### src/rtl/alu_pkg.sv
// Shared constants for the 8-bit registered ALU: datapath width and opcode encodings.
package alu_pkg;

   localparam int unsigned ALU_W = 8;

   localparam logic [2:0] OP_ADD  = 3'd0;
   localparam logic [2:0] OP_SUB  = 3'd1;
   localparam logic [2:0] OP_SHL  = 3'd2;
   localparam logic [2:0] OP_SHR  = 3'd3;
   localparam logic [2:0] OP_NEG  = 3'd4;
   localparam logic [2:0] OP_DIV  = 3'd5;
   localparam logic [2:0] OP_MOD  = 3'd6;
   localparam logic [2:0] OP_PASS = 3'd7;

endpackage

### src/rtl/alu_divider.sv
// Combinational unsigned restoring divider, one stage per dividend bit (MSB first).
// A zero divisor naturally yields quotient 0xFF and remainder equal to the dividend.
module alu_divider
   import alu_pkg::*;
(
   input  logic [ALU_W-1:0] dividend,
   input  logic [ALU_W-1:0] divisor,
   output logic [ALU_W-1:0] quotient,
   output logic [ALU_W-1:0] remainder
);

   logic [ALU_W-1:0] rem_s [0:ALU_W];

   assign rem_s[0] = '0;

   for (genvar i = 0; i < ALU_W; i++) begin : g_stage
      logic [ALU_W:0]   shifted;
      logic             ge;
      logic [ALU_W-1:0] diff;

      assign shifted = {rem_s[i], dividend[ALU_W-1-i]};
      // A set MSB means the partial remainder already exceeds any 8-bit divisor;
      // the 8-bit difference is exact because the true result is below the divisor.
      assign ge      = shifted[ALU_W] | (shifted[ALU_W-1:0] >= divisor);
      assign diff    = shifted[ALU_W-1:0] - divisor;

      assign quotient[ALU_W-1-i] = ge;
      assign rem_s[i+1]          = ge ? diff : shifted[ALU_W-1:0];
   end

   assign remainder = rem_s[ALU_W];

endmodule

### src/rtl/alu.sv
// 8-bit ALU: combinational operation units feed a result mux captured in one output register.
// Optional macro ALU_DIV_EN compiles in the divider for DIV/MOD; otherwise those ops return 0.
module alu
   import alu_pkg::*;
(
   input  logic             clk,
   input  logic             reset,
   input  logic [ALU_W-1:0] A,
   input  logic [ALU_W-1:0] B,
   input  logic [2:0]       Op,
   output logic [ALU_W-1:0] R,
   input  logic             c_in
);

   logic [ALU_W-1:0] b_eff_p0;
   logic [ALU_W-1:0] add_p0;
   logic [ALU_W-1:0] shl_p0;
   logic [ALU_W-1:0] shr_p0;
   logic [ALU_W-1:0] neg_p0;
   logic [ALU_W-1:0] res_p0;
   logic [ALU_W-1:0] r_p1;

   // One adder serves both ADD and SUB; SUB inverts B and relies on c_in for the +1.
   assign b_eff_p0 = (Op == OP_SUB) ? ~B : B;
   assign add_p0   = A + b_eff_p0 + {{(ALU_W-1){1'b0}}, c_in};
   assign shl_p0   = A << B[2:0];
   assign shr_p0   = A >> B[2:0];
   assign neg_p0   = ~A + {{(ALU_W-1){1'b0}}, 1'b1};

`ifdef ALU_DIV_EN
   logic [ALU_W-1:0] quo_p0;
   logic [ALU_W-1:0] rem_p0;

   alu_divider u_divider (
      .dividend  (A),
      .divisor   (B),
      .quotient  (quo_p0),
      .remainder (rem_p0)
   );
`endif

   always_comb begin
      res_p0 = '0;
      case (Op)
         OP_ADD,
         OP_SUB:  res_p0 = add_p0;
         OP_SHL:  res_p0 = shl_p0;
         OP_SHR:  res_p0 = shr_p0;
         OP_NEG:  res_p0 = neg_p0;
`ifdef ALU_DIV_EN
         OP_DIV:  res_p0 = quo_p0;
         OP_MOD:  res_p0 = rem_p0;
`else
         OP_DIV,
         OP_MOD:  res_p0 = '0;
`endif
         OP_PASS: res_p0 = A;
         default: res_p0 = '0;
      endcase
   end

   // p0 -> p1: result register, cleared by reset
   always_ff @(posedge clk) begin
      if (reset) r_p1 <= '0;
      else       r_p1 <= res_p0;
   end

   assign R = r_p1;

endmodule

### config.mk
export PLATFORM = sky130hd
export DESIGN_NAME = alu
export DESIGN_NICKNAME = d
export VERILOG_FILES = /design/src/rtl/alu_pkg.sv /design/src/rtl/alu_divider.sv /design/src/rtl/alu.sv
export SDC_FILE = /design/constraint.sdc
export NUM_CORES = 1
export LEC_CHECK = 0
export CAP_MARGIN = 25
export CORE_MARGIN = 10
export CORE_UTILIZATION = 56
export CTS_CLUSTER_DIAMETER = 60
export CTS_CLUSTER_SIZE = 20
export DETAILED_ROUTE_END_ITERATION = 16
export PLACE_DENSITY = 0.91
export SYNTH_ARGS = -nofsm -noshare
export SYNTH_HDL_FRONTEND = slang
export SYNTH_SLANG_ARGS = --single-unit
### constraint.sdc
create_clock -name clk -period 5.1 [get_ports clk]
set_clock_uncertainty 0.1 [all_clocks]
set_input_delay 0.765 -clock clk [delete_from_list [all_inputs] [get_ports clk]]
set_output_delay 0.765 -clock clk [all_outputs]
set_load 0.03 [all_outputs]
==> flow_metrics.tcl <==
set metrics [dict create \
    outcome "finished clean" \
    drive_above_1_share_pct 14.58 \
    fin_crit_sh_pct 74.13 \
    dr.pass1.iters 5 \
    max_freq_mhz 264.5 \
    clock_sinks 8 \
    p_per_area_nw_per_um2 164.0 \
    htreeDepth 1 \
    min_period_ns 3.781 \
    vias_per_cell 6.842 \
    syn_area_um2 1479 \
    antenna_found_initial 0 \
    synth_seq_cells 8 \
    setup_viol 0 \
    routed_wirelength_mm 4.451 \
    port_buffers 29 \
    slew_headroom_pct 49.66 \
    ant_nets 0 \
    ys_seq_area_share_pct 10.83 \
    cap_violations 0 \
    hold_buffers 0 \
    vias 1519 \
    clock-root-buffer "clkbuf_4" \
    synthesis.nets 205 \
    yosysUniqueCellTypes 55 \
    ios 30 \
    dp_cells 219 \
    crit_arrival_ns 3.83 \
    cts_tree "yes" \
    grt_max_degree 20 \
    rows 18 \
    p_seq_share_pct 24.4 \
    syn_inst 173 \
    largest_reg_flops 8 \
    avgSynthCellArea_um2 8.549 \
    cts_made_buffers 3 \
    start_kind "input port" \
    p_clk_share_pct 16.8 \
    n_fill_cell 208 \
    drv_slew 0 \
    diodes 0 \
    p_int_mw 0.1717 \
    coreArea_um2 2500 \
    hold_viol 0 \
    die_h_um 71.39 \
    place.gp.congestion 0.9486 \
    grt_pass1_wl_mm 7.279 \
    initial_utilization_pct 59.16 \
    fp.dieW_um 71.39 \
    path_class "input port to flip-flop" \
    swShare_pct 40.14 \
    drc 0 \
    cp_max_fo 15 \
    cts_resized 0 \
    combinationalPowerShare_pct 58.9 \
    synth_edf_count 0 \
    post-cts-setup-buffers 0 \
    mostFrequentLayoutCells "clkdlybuf4s50_1, a21oi_1, xor2_1" \
    clk_path_buf_depth 2 \
    path_clk_slew_ns 0.05 \
    ir_drop_v 0.0001347 \
    die-area_um2 5097 \
    cp.required_ns 5.15 \
    tns_ns 0 \
    area_delta_synth_final_pct 18.27 \
    fin_nets 226 \
    yosys_warnings 0 \
    ys.flop_type "dfxtp_1" \
    wl_per_cell_um 20.05 \
    fin_cells 222 \
    first_iter_violations 105 \
    p_sw_mw 0.1151 \
    hp-class "input port to flip-flop" \
    hpwl_mm 3.514 \
    rsz0062_at_grt "no" \
    cp-end-kind "flip-flop" \
    p_leak_nw 0.6559 \
    final_common_cell "clkdlybuf4s50_1" \
    grt_pass1_vias 1517 \
    worst_pin_slew_ns 0.7527 \
    gr-total-overflow 0 \
    async_flop_share_pct 0 \
    grtUsageTotal_pct 17.07 \
]
[routing by layer]
metal	global-route usage (%)	vias up	wire, um
met5	0	-	0
met4	7.957	0	116
met3	4.132	14	393
met2	28.04	82	2167
met1	20.31	725	1774
li1	-	698	-
[power groups by stage]
stage	clock [mW]	sequential (mW)	combinational [mW]
floorplan	0	0.0825	0.103
global route	0.0502	0.0704	0.183
CTS	0.0497	0.0702	0.167
detailed placement	0	0.0715	0.166
finish	0.0481	0.0699	0.169
global placement	0	0.0709	0.161
[worst max-delay path, stage by stage]
cell and delay (ns):
clkdlybuf4s50_1 0.78, nor3b_2 0.25, buf_4 0.22, xnor2_1 0.10, fa_1 0.41, fa_1 0.42
nand2b_1 0.19, nand2b_1 0.08, a211oi_1 0.06, or2_2 0.27, a211oi_1 0.28
[stage by stage]
step | hold slack [ns] | total power [mW] | worst slack (ns) | utilization [%] | area [um2]
6_report | 1.202 | 0.2868 | 1.319 | 69.97 | 1749
5_1_grt | 1.239 | 0.3037 | 1.195 | 69.97 | 1749
4_1_cts | 1.183 | 0.2867 | 1.354 | 69.97 | 1749
3_5_place_dp | 1.454 | 0.2376 | 1.086 | 69.07 | 1727
3_3_place_gp | 1.449 | 0.2318 | 1.280 | 69.07 | 1727
2_1_floorplan | 0.8964 | 0.1856 | 2.048 | - | 1479
[cells by family after synthesis]
kind of cell / share of synthesized area [%]
AOI/OAI and AO/OA: 24.03
buffers and inverters: 8.714
adders and majority gates: 9.476
muxes: 15.06
xor gates and xnor gates: 8.799
DFF: 10.83
and+or+nand+nor: 23.10
[Yosys cell counts (3+ instances only)]
cell type | number | area share (%)
o21ai_0 | 8 | 2.7
a221oi_1 | 4 | 2.4
xnor2_1 | 3 | 1.8
a211oi_1 | 4 | 2.0
buf_2 | 10 | 3.4
mux4_2 | 7 | 11
mux2i_1 | 5 | 3.4
buf_6 | 3 | 2.3
nand2_1 | 9 | 2.3
a21oi_1 | 11 | 3.7
inv_1 | 5 | 1.3
a31oi_1 | 3 | 1.3
xor2_1 | 10 | 5.9
or2_2 | 3 | 1.3
dfxtp_1 | 8 | 11
nor2_1 | 9 | 2.3
ha_1 | 8 | 6.8
nor3_1 | 7 | 2.4
nand2b_1 | 5 | 2.1
[area by class of cell]
| type | instances | area [um2] | share of cell area (%) |
|---|---|---|---|
| clock buffer | 3 | 22.52 | 1.288 |
| inverter | 7 | 26.28 | 1.502 |
| multi-input combinational | 142 | 1190 | 68.03 |
| sequential | 8 | 160.2 | 9.156 |
| tap | 30 | 37.54 | 2.146 |
| timing repair buffer | 32 | 312.8 | 17.88 |
[worst paths after layout]
check	to	startpoint	cells after the start
max	R[4]	Op[0]	11
min	R[0]	c_in	4
(Power assumes the default switching activity.)
